--- src/rtl/alu_wb_stage_if.sv ---
// ALU-to-writeback handshake bundle.
// Stage side is slave; the producer/consumer side is master.
interface alu_wb_stage_if;
    logic        in_valid;
    logic        in_ready;
    logic [31:0] in_data;
    logic [3:0]  in_flags;
    logic [3:0]  in_rd;
    logic        in_wr_en;
    logic        in_set_flags;
    logic [3:0]  in_cond;
    logic        flush;
    logic        out_valid;
    logic        out_ready;
    logic [31:0] out_data;
    logic [3:0]  out_rd;
    logic        out_wr_en;

    modport slave (
        input  in_valid, in_data, in_flags, in_rd,
        input  in_wr_en, in_set_flags, in_cond,
        input  flush, out_ready,
        output in_ready, out_valid, out_data,
        output out_rd, out_wr_en
    );

    modport master (
        output in_valid, in_data, in_flags, in_rd,
        output in_wr_en, in_set_flags, in_cond,
        output flush, out_ready,
        input  in_ready, out_valid, out_data,
        input  out_rd, out_wr_en
    );
endinterface

--- src/rtl/alu_wb_stage.sv ---
// ALU writeback stage: condition check, APSR update, skip counter
// and a small in-order output FIFO toward the register file.
module alu_wb_stage #(
    parameter int DEPTH = 2
) (
    input  logic               clk,
    input  logic               rst,
    alu_wb_stage_if.slave      bus,
    output logic [3:0]         apsr_nzcv,
    output logic [15:0]        skip_cnt
);
    localparam int PW = $clog2(DEPTH);
    localparam int CW = $clog2(DEPTH + 1);
    localparam logic [CW-1:0] FULL = CW'(DEPTH);

    typedef struct packed {
        logic [31:0] data;
        logic [3:0]  rd;
        logic        wr_en;
    } wb_ent_t;

    wb_ent_t       r_mem [DEPTH];
    logic [PW-1:0] r_wptr;
    logic [PW-1:0] r_rptr;
    logic [CW-1:0] r_cnt;
    logic [3:0]    r_apsr;
    logic [15:0]   r_skip;

    logic    w_ready;
    logic    w_accept;
    logic    w_pop;
    logic    w_pass;
    logic    w_nonempty;
    wb_ent_t w_head;

    function automatic logic cond_pass(
        input logic [3:0] c,
        input logic [3:0] f
    );
        logic n, z, cy, v;
        logic res;
        {n, z, cy, v} = f;
        case (c)
            4'b0000: res = z;
            4'b0001: res = !z;
            4'b0010: res = cy;
            4'b0011: res = !cy;
            4'b0100: res = n;
            4'b0101: res = !n;
            4'b0110: res = v;
            4'b0111: res = !v;
            4'b1000: res = cy & !z;
            4'b1001: res = !cy | z;
            4'b1010: res = (n == v);
            4'b1011: res = (n != v);
            4'b1100: res = !z & (n == v);
            4'b1101: res = z | (n != v);
            default: res = 1'b1;
        endcase
        return res;
    endfunction

    // ready is a pure function of occupancy, never of out_ready
    assign w_ready    = !rst && (r_cnt < FULL);
    assign w_accept   = bus.in_valid && w_ready && !bus.flush;
    assign w_nonempty = (r_cnt != '0);
    assign w_pop      = w_nonempty && bus.out_ready;
    assign w_pass     = cond_pass(bus.in_cond, r_apsr);
    assign w_head     = w_nonempty ? r_mem[r_rptr] : '0;

    assign bus.in_ready  = w_ready;
    assign bus.out_valid = w_nonempty;
    assign bus.out_data  = w_head.data;
    assign bus.out_rd    = w_head.rd;
    assign bus.out_wr_en = w_head.wr_en;
    assign apsr_nzcv     = r_apsr;
    assign skip_cnt      = r_skip;

    always_ff @(posedge clk) begin
        if (w_accept) begin
            r_mem[r_wptr] <= '{
                data:  bus.in_data,
                rd:    bus.in_rd,
                wr_en: bus.in_wr_en & w_pass
            };
        end
    end

    always_ff @(posedge clk) begin
        if (rst) begin
            r_wptr <= '0;
            r_rptr <= '0;
            r_cnt  <= '0;
        end else if (bus.flush) begin
            r_wptr <= '0;
            r_rptr <= '0;
            r_cnt  <= '0;
        end else begin
            if (w_accept) begin
                r_wptr <= (r_wptr == PW'(DEPTH - 1)) ? '0 : r_wptr + PW'(1);
            end
            if (w_pop) begin
                r_rptr <= (r_rptr == PW'(DEPTH - 1)) ? '0 : r_rptr + PW'(1);
            end
            case ({w_accept, w_pop})
                2'b10:   r_cnt <= r_cnt + CW'(1);
                2'b01:   r_cnt <= r_cnt - CW'(1);
                default: r_cnt <= r_cnt;
            endcase
        end
    end

    always_ff @(posedge clk) begin
        if (rst) begin
            r_apsr <= 4'b0000;
            r_skip <= 16'h0000;
        end else if (w_accept) begin
            if (w_pass && bus.in_set_flags) begin
                r_apsr <= bus.in_flags;
            end
            if (!w_pass && r_skip != 16'hFFFF) begin
                r_skip <= r_skip + 16'h0001;
            end
        end
    end
endmodule
--- src/flat_wrapper.sv ---
// flat-port wrapper written by rule: the top's interface ports become plain ports
module alu_wb_stage_flat 
#(
    parameter int DEPTH = 2
)
  (clk, rst, apsr_nzcv, skip_cnt, bus_in_valid, bus_in_data, bus_in_flags, bus_in_rd, bus_in_wr_en, bus_in_set_flags, bus_in_cond, bus_flush, bus_out_ready, bus_in_ready, bus_out_valid, bus_out_data, bus_out_rd, bus_out_wr_en);
  alu_wb_stage_if bus_i ();
  input  logic clk;
  input  logic rst;
  output logic [3:0] apsr_nzcv;
  output logic [15:0] skip_cnt;
  input wire logic [$bits(bus_i.in_valid)-1:0] bus_in_valid;
  input wire logic [$bits(bus_i.in_data)-1:0] bus_in_data;
  input wire logic [$bits(bus_i.in_flags)-1:0] bus_in_flags;
  input wire logic [$bits(bus_i.in_rd)-1:0] bus_in_rd;
  input wire logic [$bits(bus_i.in_wr_en)-1:0] bus_in_wr_en;
  input wire logic [$bits(bus_i.in_set_flags)-1:0] bus_in_set_flags;
  input wire logic [$bits(bus_i.in_cond)-1:0] bus_in_cond;
  input wire logic [$bits(bus_i.flush)-1:0] bus_flush;
  input wire logic [$bits(bus_i.out_ready)-1:0] bus_out_ready;
  output wire logic [$bits(bus_i.in_ready)-1:0] bus_in_ready;
  output wire logic [$bits(bus_i.out_valid)-1:0] bus_out_valid;
  output wire logic [$bits(bus_i.out_data)-1:0] bus_out_data;
  output wire logic [$bits(bus_i.out_rd)-1:0] bus_out_rd;
  output wire logic [$bits(bus_i.out_wr_en)-1:0] bus_out_wr_en;
  assign bus_i.in_valid = bus_in_valid;
  assign bus_i.in_data = bus_in_data;
  assign bus_i.in_flags = bus_in_flags;
  assign bus_i.in_rd = bus_in_rd;
  assign bus_i.in_wr_en = bus_in_wr_en;
  assign bus_i.in_set_flags = bus_in_set_flags;
  assign bus_i.in_cond = bus_in_cond;
  assign bus_i.flush = bus_flush;
  assign bus_i.out_ready = bus_out_ready;
  assign bus_in_ready = bus_i.in_ready;
  assign bus_out_valid = bus_i.out_valid;
  assign bus_out_data = bus_i.out_data;
  assign bus_out_rd = bus_i.out_rd;
  assign bus_out_wr_en = bus_i.out_wr_en;
  alu_wb_stage #(.DEPTH(DEPTH)) u_core (.clk(clk), .rst(rst), .bus(bus_i), .apsr_nzcv(apsr_nzcv), .skip_cnt(skip_cnt));
endmodule
--- config.mk ---
export PLATFORM = sky130hd
export DESIGN_NAME = alu_wb_stage_flat
export DESIGN_NICKNAME = d
export VERILOG_FILES = /design/src/rtl/alu_wb_stage_if.sv /design/src/rtl/alu_wb_stage.sv /design/src/flat_wrapper.sv
export SDC_FILE = /design/constraint.sdc
export NUM_CORES = 1
export LEC_CHECK = 0
export ABC_AREA = 1
export ABC_CLOCK_PERIOD_IN_PS = 4000
export BUFFER_PORTS_ARGS = -buffer_cell sky130_fd_sc_hd__buf_2
export CELL_PAD_IN_SITES_DETAIL_PLACEMENT = 1
export CELL_PAD_IN_SITES_GLOBAL_PLACEMENT = 2
export CORE_ASPECT_RATIO = 0.6
export CORE_MARGIN = 2
export CORE_UTILIZATION = 30
export CTS_CLUSTER_DIAMETER = 80
export DETAILED_ROUTE_END_ITERATION = 10
export GPL_TIMING_DRIVEN = 0
export PLACE_DENSITY_LB_ADDON = 0.1
export RECOVER_POWER = 50
export SLEW_MARGIN = 20
export SYNTH_ARGS = -nofsm -noshare
export SYNTH_HDL_FRONTEND = slang
export SYNTH_SLANG_ARGS = --single-unit
--- constraint.sdc ---
create_clock -name clk -period 4 [get_ports clk]
set_clock_uncertainty 0.2 [all_clocks]
set_input_delay 0.6 -clock clk [delete_from_list [all_inputs] [get_ports clk]]
set_output_delay 0.6 -clock clk [all_outputs]
set_load 0.1 [all_outputs]
==> results.yml, run 1 <==
synthesis:
  synth.yosys.warnings: 0
  synth_seq_area_share_pct: 60.1
  yosys_most_used_dff: "sky130_fd_sc_hd__edfxtp_1"
  yosys.cell_types.count: 26
  post_synthesis_instance_total: 474
  ys_ff_latch: 99
  synth_largest_type_area_fraction_pct: 49.0
  number_of_enable_type_register_cells_in_the_synthesized_netlist: 74
  post_synth_main_area_contributors: "sky130_fd_sc_hd__edfxtp_1, sky130_fd_sc_hd__nand2_1, sky130_fd_sc_hd__dfxtp_1"
  synth_area_leader_cell: "sky130_fd_sc_hd__edfxtp_1"
  mappedNetlistArea_sq_um: 4530
  synth.net_count: 527
  synth_area_per_cell_sq_um: 9.56
  postSynth.asyncResetShare_pct: 0
pwr:
  switching_power_mw: 0.582
  internal_power_contribution_mw: 1.61
  powerDensity_nw_per_um2: 393
  vdd.ir_drop.worst_mv: 0.171
  pwr-share-clk_pct: 38.3
  power.sequential.fraction_pct: 51.6
  p_comb_share_pct: 10.1
  cellLeakagePower_nw: 2.32
  p_sw_share_pct: 26.6
placed_design:
  routabilityCongestion: 0.754
  post-dp-hpwl_mm: 8.72
  place_inst: 782
  post-place-ws_ns: 1.18
  io_buffers: 108
cts:
  root_buffer: "sky130_fd_sc_hd__clkbuf_16"
  cts_buffer_depth: 2
  cts_hold_repair.buffers: 0
  cts_sinks: 99
  post_cts_setup_buffer_count: 0
  cts-htree-levels: 3
  postCtsResizedCells: 0
  worst_setup_hold_path_clk_slew_ns: 0.07
  numCtsBuffers: 9
  tritoncts: "built"
  clkLatencyLatePin_ns: 0.34
layout:
  flow.area_growth_from_synthesis_pct: 22.9
  antenna_cells: 0
  drive_gt1_share_pct: 22.0
  layoutNonFillerInstCount: 798
  layout.nets: 648
setup_path:
  startpoint_type: "flop"
  cpMaxStageDelayCell: "sky130_fd_sc_hd__buf_2"
  ordered_list_of_cells_on_the_worst_path: "clkbuf_1 -> buf_1 -> nand2_1 -> a21oi_1 -> buf_2"
  worstPathArrival_ns: 2.36
  crit_path_max_incr_delay_ns: 0.47
  worst-path-max-fanout: 10
  worstPathRequired_ns: 3.20
  worstSetupPathType: "reg -> out"
  endpoint_kind: "primary output"
global_routing:
  grt_antenna_before_repair: 0
  via_count_of_the_first_global_routing_pass: 3703
  maximum_number_of_pins_on_one_net_before_global_route_repair: 22
  grtUsageTotal_pct: 15.3
  grt_pass1_wl_mm: 19.1
  globalRoute.totalOverflow: 0
route:
  postRouteAntennaNets: 0
  via_count: 3568
  wire_per_inst_um: 15.0
  drt_pre_antenna_iters: 4
  finalWirelength_mm: 12.0
  first_iter_violations: 120
  detail_route.vias_per_cell: 4.47
  drt_drc_violations_left: 0
worst_hold_path:
  holdCritPathClass: "in -> reg"
timing:
  finalHoldViolations: 0
  worstMarginPinSlew_ns: 1.85
  period_needed_ns: 3.16
  final.period_utilization_pct: 78.9
  timing.final.setup_violations: 0
  final_critical_path_setup_slack_ns: 0.845
  max_slew_violation_total_from_the_final_report: 36
  rsz_0062_raised_after_global_routing: "false"
  timing.slew.headroom_pct: -23.5
  clock.fmax_ghz: 0.317
die:
  io-pin-count: 110
  initial_cell_density_of_the_core_pct: 31.0
  fp.coreArea_sq_um: 14600
  die-height_um: 99.2
  core.rowCount: 34
  die_area_sq_um: 16100
  die_w_um: 163
run_status:
  failed_checks: "capacitance limit, slew limit"
  run_status: "complete, but fails checks"
run:
  maxCapViolations: 2
sequential cells by signal (all words and copies together) (netlist names), named ones only:
name / count
u_core.skip_cnt: 16
u_core.r_rptr: 1
u_core.apsr_nzcv: 4
u_core.r_wptr: 1
u_core.r_mem: 74
u_core.r_cnt: 2
metrics by stage:
stage / utilization [%] / instance area [sq um] / hold WS (ns) / power [mW] / setup TNS, ns
after floorplan: - / 4530 / 0.225 / 1.31 / 0
after global placement: 36.4 / 5320 / 0.239 / 1.38 / -45.43
after detailed placement: 36.8 / 5380 / 0.246 / 1.39 / 0
after CTS: 38.7 / 5670 / 0.220 / 2.24 / 0
after global routing: 38.1 / 5570 / 0.223 / 2.28 / 0
final: 38.1 / 5570 / 0.239 / 2.19 / 0
metal layers:
metal,GRT usage (%),vias to the layer above,part of all wire [%],routed length [um]
met2,23.8,76,43,5110
met5,0,-,0,0
met3,4.13,12,5.5,661
li1,-,1795,-,-
met4,3.95,0,1.2,144
met1,21.2,1685,51,6040
final timing paths:
| kind | start | to | slack (ns) | cells after the start |
|---|---|---|---|---|
| setup / recovery | flop | bus_out_data[9] | 0.84 | 5 |
| hold / removal | bus_in_data[23] | u_core.r_mem[1][28] | 0.24 | 1 |
| setup reg to reg | u_core.r_cnt[1] | u_core.r_mem[1][2] | 1.17 | 5 |
| hold reg to reg | u_core.r_rptr | u_core.r_rptr | 0.27 | 1 |
power by group through the flow:
stage,combinational (mW),clock (mW),sequential [mW]
floorplan,0.141,0,1.17
global placement,0.230,0,1.15
detailed placement,0.236,0,1.15
CTS,0.237,0.878,1.13
global route,0.240,0.914,1.13
finish,0.221,0.838,1.13
worst max-delay path, delay by kind of cell, from the launching register on:
kind | cells | cell delay [ns]
and+or+nand+nor | 1 | 0.09
DFF | 1 | 0.34
buffers and inverters | 3 | 1.34
AOI/OAI and AO/OA | 1 | 0.24
cell type report:
cell class | instances | area [sq um]
multi-input combinational | 306 | 1460
sequential | 99 | 2720
clock inverter | 7 | 61.3
tap | 198 | 248
buffer | 18 | 118
timing repair buffer | 110 | 548
clock buffer | 9 | 225
inverter | 51 | 191
fill | 1763 | 9060
logic make-up (layout without fill, tap and decap cells):
logic type / after synthesis / after routing / synth area share, %
and+or+nand+nor: 254 / 254 / 26.6
DFF: 99 / 99 / 60.1
buffers and inverters: 69 / 195 / 6.90
AOI/OAI and AO/OA: 46 / 46 / 5.08
xor gates and xnor gates: 4 / 4 / 0.773
adders and majority gates: 2 / 2 / 0.552
synthesized netlist by cell type (6+ instances only):
| cell type | number |
|---|---|
| sky130_fd_sc_hd__a21oi_1 | 43 |
| sky130_fd_sc_hd__nand3_2 | 15 |
| sky130_fd_sc_hd__nor2_2 | 8 |
| sky130_fd_sc_hd__inv_1 | 43 |
| sky130_fd_sc_hd__nand2_2 | 6 |
| sky130_fd_sc_hd__clkbuf_1 | 9 |
| sky130_fd_sc_hd__nand3_1 | 14 |
| sky130_fd_sc_hd__inv_2 | 6 |
| sky130_fd_sc_hd__dfxtp_1 | 25 |
| sky130_fd_sc_hd__nor2_1 | 51 |
| sky130_fd_sc_hd__edfxtp_1 | 74 |
| sky130_fd_sc_hd__nand4_1 | 10 |
| sky130_fd_sc_hd__nand2_1 | 139 |
cells in the final DEF (no fill, tap or decap):
master	count
sky130_fd_sc_hd__nor2_1	54
sky130_fd_sc_hd__o21ai_0	3
sky130_fd_sc_hd__a21oi_1	43
sky130_fd_sc_hd__nor2_8	1
sky130_fd_sc_hd__inv_2	5
sky130_fd_sc_hd__nor3_1	5
sky130_fd_sc_hd__nand3_4	2
sky130_fd_sc_hd__xor2_1	3
sky130_fd_sc_hd__ha_1	2
sky130_fd_sc_hd__buf_4	1
sky130_fd_sc_hd__inv_8	2
sky130_fd_sc_hd__buf_6	4
sky130_fd_sc_hd__clkinv_1	3
sky130_fd_sc_hd__buf_16	1
sky130_fd_sc_hd__buf_12	2
sky130_fd_sc_hd__edfxtp_1	74
sky130_fd_sc_hd__nand3_1	16
sky130_fd_sc_hd__nand2_1	140
sky130_fd_sc_hd__clkbuf_16	9
sky130_fd_sc_hd__nand3_2	14
sky130_fd_sc_hd__buf_1	2
sky130_fd_sc_hd__nor4_1	1
sky130_fd_sc_hd__nand4_1	10
sky130_fd_sc_hd__xnor2_1	1
sky130_fd_sc_hd__buf_2	76
sky130_fd_sc_hd__clkbuf_1	42
sky130_fd_sc_hd__nand2_2	5
sky130_fd_sc_hd__clkinv_4	4
sky130_fd_sc_hd__nor2_2	6
sky130_fd_sc_hd__dfxtp_1	25
sky130_fd_sc_hd__inv_1	44
Note: power is estimated with default switching activity, not from simulation.
==> inputs of run 2 (changes only) <==
ABC_CLOCK_PERIOD_IN_PS = 2700   (was 4000)
CORE_UTILIZATION = 29   (was 30)
clock period = 2.7 ns   (was 4 ns; I/O delays follow)
==> run 2 against run 1 <==
Against the previous run: the run now ends clean; worst hold slack lost 0.19 ns; flip-flop and latch count stayed put; critical path depth stayed put; sequential share of layout area is 2.1 points lower; final cell count is 0.63% higher; combinational power rose by 58%; routed wire length rose by 1.7%; sequential power grew 48%; utilization is 0.073 points lower; first-iteration DRC count decreased by 18%; global-route usage fell by 0.14 points.
==> results.yml, run 2 (synthesis results as in run 1) <==
timing:
  max_slew_violation_total_from_the_final_report: 0
  period_needed_ns: 2.55
  fin_worst_hold_slack_ns: 0.0476
  timing.setup.tns_ns: 0
  final.period_utilization_pct: 94.3
  timing.slew.headroom_pct: 22.5
  rsz_0062_raised_after_global_routing: "false"
  clock.fmax_ghz: 0.393
  finalHoldViolations: 0
  worstMarginPinSlew_ns: 1.17
  timing.final.setup_violations: 0
die:
  die_area_sq_um: 16700
  fp.coreArea_sq_um: 15300
  die_w_um: 165
  die-height_um: 101
  core.rowCount: 35
  initial_cell_density_of_the_core_pct: 29.6
  io-pin-count: 110
cts:
  numCtsBuffers: 9
  root_buffer: "sky130_fd_sc_hd__clkbuf_16"
  post_cts_setup_buffer_count: 0
  cts_buffer_depth: 2
  cts-htree-levels: 3
  worst_setup_hold_path_clk_slew_ns: 0.08
  clkLatencyLatePin_ns: 0.34
  cts_sinks: 99
  tritoncts: "built"
layout:
  antenna_cells: 0
  mostFrequentLayoutCells: "sky130_fd_sc_hd__nand2_1, sky130_fd_sc_hd__edfxtp_1, sky130_fd_sc_hd__buf_2"
  drive_gt1_share_pct: 30.8
  top_register: "u_core.r_mem"
  flow.area_growth_from_synthesis_pct: 28.5
  largest_register_ffs: 74
  final_common_cell: "sky130_fd_sc_hd__nand2_1"
  layout.nets: 648
  fillCellCount: 1801
route:
  finalWirelength_mm: 12.2
  detail_route.vias_per_cell: 4.41
  first_iter_violations: 98
  drt_drc_violations_left: 0
  postRouteAntennaNets: 0
  wire_per_inst_um: 15.1
  via_count: 3541
  drt_pre_antenna_iters: 4
setup_path:
  worstSetupPathType: "reg -> out"
  worst-path-max-fanout: 10
  worstPathArrival_ns: 1.94
  startpoint_type: "flop"
  rr_startpoint: "u_core.r_cnt[1]"
  endpoint_kind: "primary output"
  worstPathRequired_ns: 2.10
  worstReg2RegEnd: "u_core.r_mem[1][2]"
  timing.reg2reg.setup_slack_ns: 0.48
  worstRegToRegCells: 5
worst_hold_path:
  worst_hold_path.num_cells: 1
  min_to: "u_core.r_mem[0][24]"
  holdCritPathClass: "in -> reg"
  hold_start: "bus_in_data[19]"
pwr:
  vdd.ir_drop.worst_mv: 0.289
  powerDensity_nw_per_um2: 565
  cellLeakagePower_nw: 2.32
placed_design:
  io_buffers: 108
  post-dp-hpwl_mm: 9.07
  routabilityCongestion: 0.749
global_routing:
  globalRoute.totalOverflow: 0
  via_count_of_the_first_global_routing_pass: 3762
  grt_antenna_before_repair: 1
  grt_pass1_wl_mm: 19.2
  maximum_number_of_pins_on_one_net_before_global_route_repair: 25
  grtUsageTotal_pct: 15.2
run_status:
  run_status: "finished, final reports clean"
run:
  maxCapViolations: 0
[run 2: metrics by stage]
step                util [%]  cells  cell area, sq um  power (mW)  setup slack (ns)
floorplan                  -    474              4680        1.96             0.155
global placement        35.7    785              5470        2.05            -0.636
detailed placement      36.0    787              5520        2.06           -0.0410
CTS                     38.0    803              5830        3.34           0.00263
global route            38.0    803              5820        3.42            0.0109
finish                  38.0    803              5820        3.29             0.154
[run 2: how the worst max path moves through the flow]
stage | start | endpoint | slack (ns)
2_1_floorplan | u_core.skip_cnt[1] | u_core.skip_cnt[3] | 0.16
3_3_place_gp | rst | u_core.r_mem[1][28] | -0.64
3_5_place_dp | u_core.r_cnt[0] | bus_out_rd[0] | -0.04
4_1_cts | flop | bus_out_data[28] | 0.003
5_1_grt | u_core.r_cnt[0] | bus_out_wr_en | 0.01
6_report | u_core.r_cnt[0] | bus_out_data[27] | 0.15
[run 2: cell type report]
type                    count  area (sq um)  area share (%)
flip-flops and latches     99          2720            46.8
multi-input cells         306          1630            28.1
repair buffers            110           594            10.2
well taps                 203           254            4.36
clock buffers               9           225            3.87
inverters                  51           191            3.29
plain buffers              18           134            2.30
clock inverters             7          67.6            1.16
[run 2: critical path: stages, from the launching register on]
cell and delay [ns]:
sky130_fd_sc_hd__dfxtp_1 0.39, sky130_fd_sc_hd__nor2_1 0.08, sky130_fd_sc_hd__clkbuf_2 0.25, sky130_fd_sc_hd__buf_2 0.29, sky130_fd_sc_hd__a21oi_2 0.15, sky130_fd_sc_hd__buf_2 0.44
[run 2: power breakdown]
group | leakage (nW) | internal, mW | total [mW] | switching [mW]
Combinational | 1.30 | 0.0885 | 0.350 | 0.262
Sequential | 0.874 | 1.66 | 1.67 | 0.0123
Clock | 0.146 | 0.652 | 1.27 | 0.617
[run 2: metal layers]
| layer | routed length [um] | track usage (%) | up-vias | share of wire (%) |
|---|---|---|---|---|
| li1 | - | - | 1798 | - |
| met1 | 6150 | 21.6 | 1668 | 51 |
| met2 | 5410 | 23.6 | 66 | 44 |
| met3 | 504 | 3.21 | 7 | 4.1 |
| met4 | 78 | 3.58 | 2 | 0.64 |
| met5 | 13 | 0 | - | 0.11 |
[run 2: timing repair]
action,in CTS,in global routing
setup endpoints to repair,31,29
hold buffers,0,0
gates resized for setup,9,27
==> inputs of run 3 (changes only) <==
SETUP_SLACK_MARGIN = 0.4   (was not set)
==> run 3 against run 2 <==
Against the previous run: die area unchanged; combinational power increased by 10%; clock-buffer cell count unchanged; via count increased by 1.1%; first-iteration DRC count increased by 46%; non-clock buffer count unchanged; final cell count unchanged; sequential power about the same; highest routed layer is now met4; critical path depth increased by 1; utilization increased by 3.5 points; fmax increased by 11%; design area increased by 9.3%.
==> results.yml, run 3 (synthesis results as in run 1) <==
die:
  die_w_um: 165
  fp.coreArea_sq_um: 15300
  core.rowCount: 35
  io-pin-count: 110
  die_area_sq_um: 16700
  die-height_um: 101
  initial_cell_density_of_the_core_pct: 29.6
route:
  postRouteAntennaNets: 0
  via_count: 3580
  drt_drc_violations_left: 0
  detail_route.vias_per_cell: 4.46
  drt_pre_antenna_iters: 4
  wire_per_inst_um: 15.5
  first_iter_violations: 143
  finalWirelength_mm: 12.4
setup_path:
  cpMaxStageDelayCell: "sky130_fd_sc_hd__nor2_4"
  startpoint_type: "input port"
  rr_startpoint: "u_core.apsr_nzcv[2]"
  worstRegToRegCells: 9
  endpoint_kind: "flop"
  worstReg2RegEnd: "u_core.skip_cnt[10]"
  crit_path_max_incr_delay_ns: 0.52
  worstSetupPathType: "in -> reg"
  worstPathArrival_ns: 2.12
  worst-path-max-fanout: 22
  startpoint: "rst"
  worstPathRequired_ns: 2.53
  crit_end: "u_core.r_mem[0][1]"
  ordered_list_of_cells_on_the_worst_path: "buf_2 -> nor2_1 -> nand3_1 -> clkbuf_2 -> nor2_4 -> buf_12"
  timing.reg2reg.setup_slack_ns: 0.47
timing:
  clock.fmax_ghz: 0.438
  rsz_0062_raised_after_global_routing: "true"
  final_critical_path_setup_slack_ns: 0.416
  worstMarginPinSlew_ns: 1.23
  fin_worst_hold_slack_ns: 0.0560
  final.period_utilization_pct: 84.6
  timing.slew.headroom_pct: 18.5
  timing.final.setup_violations: 0
  finalHoldViolations: 0
  max_slew_violation_total_from_the_final_report: 0
  period_needed_ns: 2.28
layout:
  drive_gt1_share_pct: 31.5
  largest_register_ffs: 74
  fillCellCount: 1754
  antenna_cells: 0
  register_area_sq_um: 2730
  top_register: "u_core.r_mem"
  final_common_cell: "sky130_fd_sc_hd__nand2_1"
  multi_input_comb_area_sq_um: 1830
  flow.area_growth_from_synthesis_pct: 40.4
  layout.nets: 648
  mostFrequentLayoutCells: "sky130_fd_sc_hd__nand2_1, sky130_fd_sc_hd__edfxtp_1, sky130_fd_sc_hd__nor2_1"
global_routing:
  via_count_of_the_first_global_routing_pass: 3668
  grt_antenna_before_repair: 0
  globalRoute.totalOverflow: 0
  grtUsageTotal_pct: 15.3
  maximum_number_of_pins_on_one_net_before_global_route_repair: 23
  grt_pass1_wl_mm: 19.3
run_status:
  run_status: "finished, final reports clean"
pwr:
  powerDensity_nw_per_um2: 516
  switching_power_mw: 0.869
  power.sequential.fraction_pct: 50.9
  p_sw_share_pct: 26.5
  pwr-share-clk_pct: 37.3
  cellLeakagePower_nw: 2.42
  vdd.ir_drop.worst_mv: 0.310
  p_comb_share_pct: 11.7
  internal_power_contribution_mw: 2.41
cts:
  worst_setup_hold_path_clk_slew_ns: 0.07
  post_cts_setup_buffer_count: 0
  cts_hold_repair.buffers: 0
  numCtsBuffers: 9
  cts-htree-levels: 3
  root_buffer: "sky130_fd_sc_hd__clkbuf_16"
  cts_sinks: 99
  cts_buffer_depth: 2
  clkLatencyLatePin_ns: 0.33
  tritoncts: "built"
run:
  maxCapViolations: 0
placed_design:
  post-dp-hpwl_mm: 9.23
  post-place-ws_ns: -0.0378
  io_buffers: 108
  routabilityCongestion: 0.792
worst_hold_path:
  holdCritPathClass: "in -> reg"
## run 3: changes by cell type in the layout (fill, tap and decap cells not counted), moves of 9 or more
cell	delta
sky130_fd_sc_hd__clkbuf_4	-18
sky130_fd_sc_hd__dfxtp_1	-9
sky130_fd_sc_hd__buf_12	+9
sky130_fd_sc_hd__dfxtp_2	+9
sky130_fd_sc_hd__buf_8	+21
sky130_fd_sc_hd__buf_2	-10
sky130_fd_sc_hd__a21oi_2	-33
sky130_fd_sc_hd__a21oi_4	+30
## run 3: final cells by class
type / instances / area share (%)
sequential: 99 / 43.0
tap: 203 / 3.99
clock buffer: 9 / 3.54
buffer: 18 / 3.03
inverter: 51 / 3.01
timing repair buffer: 110 / 13.9
multi-input combinational: 306 / 28.7
clock inverter: 7 / 0.924
## run 3: worst min-delay path by stage
stage                               start                   to  slack (ns)  cells after the start
after floorplan             u_core.r_rptr                 flop        0.23                      1
after global placement      u_core.r_rptr        u_core.r_rptr        0.24                      1
after detailed placement    u_core.r_rptr                 flop        0.26                      1
after CTS                 bus_in_data[10]  u_core.r_mem[1][15]        0.04                      1
after global routing       bus_in_data[4]   u_core.r_mem[0][9]        0.04                      1
final                     bus_in_data[10]  u_core.r_mem[0][15]        0.06                      1
## run 3: power groups by stage
stage / clock network (mW) / registers, mW / logic [mW]
2_1_floorplan: 0 / 1.74 / 0.234
3_3_place_gp: 0 / 1.71 / 0.365
3_5_place_dp: 0 / 1.71 / 0.375
4_1_cts: 1.28 / 1.67 / 0.396
5_1_grt: 1.33 / 1.67 / 0.416
6_report: 1.22 / 1.67 / 0.385
## run 3: metal layers
layer	wire [um]	GRT usage [%]
met1	6360	21.9
met2	5380	23.6
met3	597	4.03
met4	82	2.59
met5	0	0
## run 3: worst max-delay path: cells and delay by family
kind          cells  cell delay (ns)
simple gates      3             0.93
buf+inv           3             0.76
## run 3: through the flow
| stage | area (sq um) | TNS, ns | instances | util [%] | power [mW] |
|---|---|---|---|---|---|
| final | 6360 | 0 | 803 | 41.5 | 3.28 |
| after global routing | 6360 | 0 | 803 | 41.5 | 3.42 |
| after CTS | 6320 | 0 | 803 | 41.2 | 3.35 |
| after detailed placement | 5750 | -0.0906 | 787 | 37.5 | 2.08 |
| after global placement | 5710 | 0 | 785 | 37.3 | 2.07 |
| after floorplan | 4920 | -0.161 | 474 | - | 1.97 |
## run 3: repair_timing
item	4_1_cts	5_1_grt
endpoints found under the hold margin	0	0
endpoints found under the setup margin	37	35
cloned	0	0
resized for setup	90	39
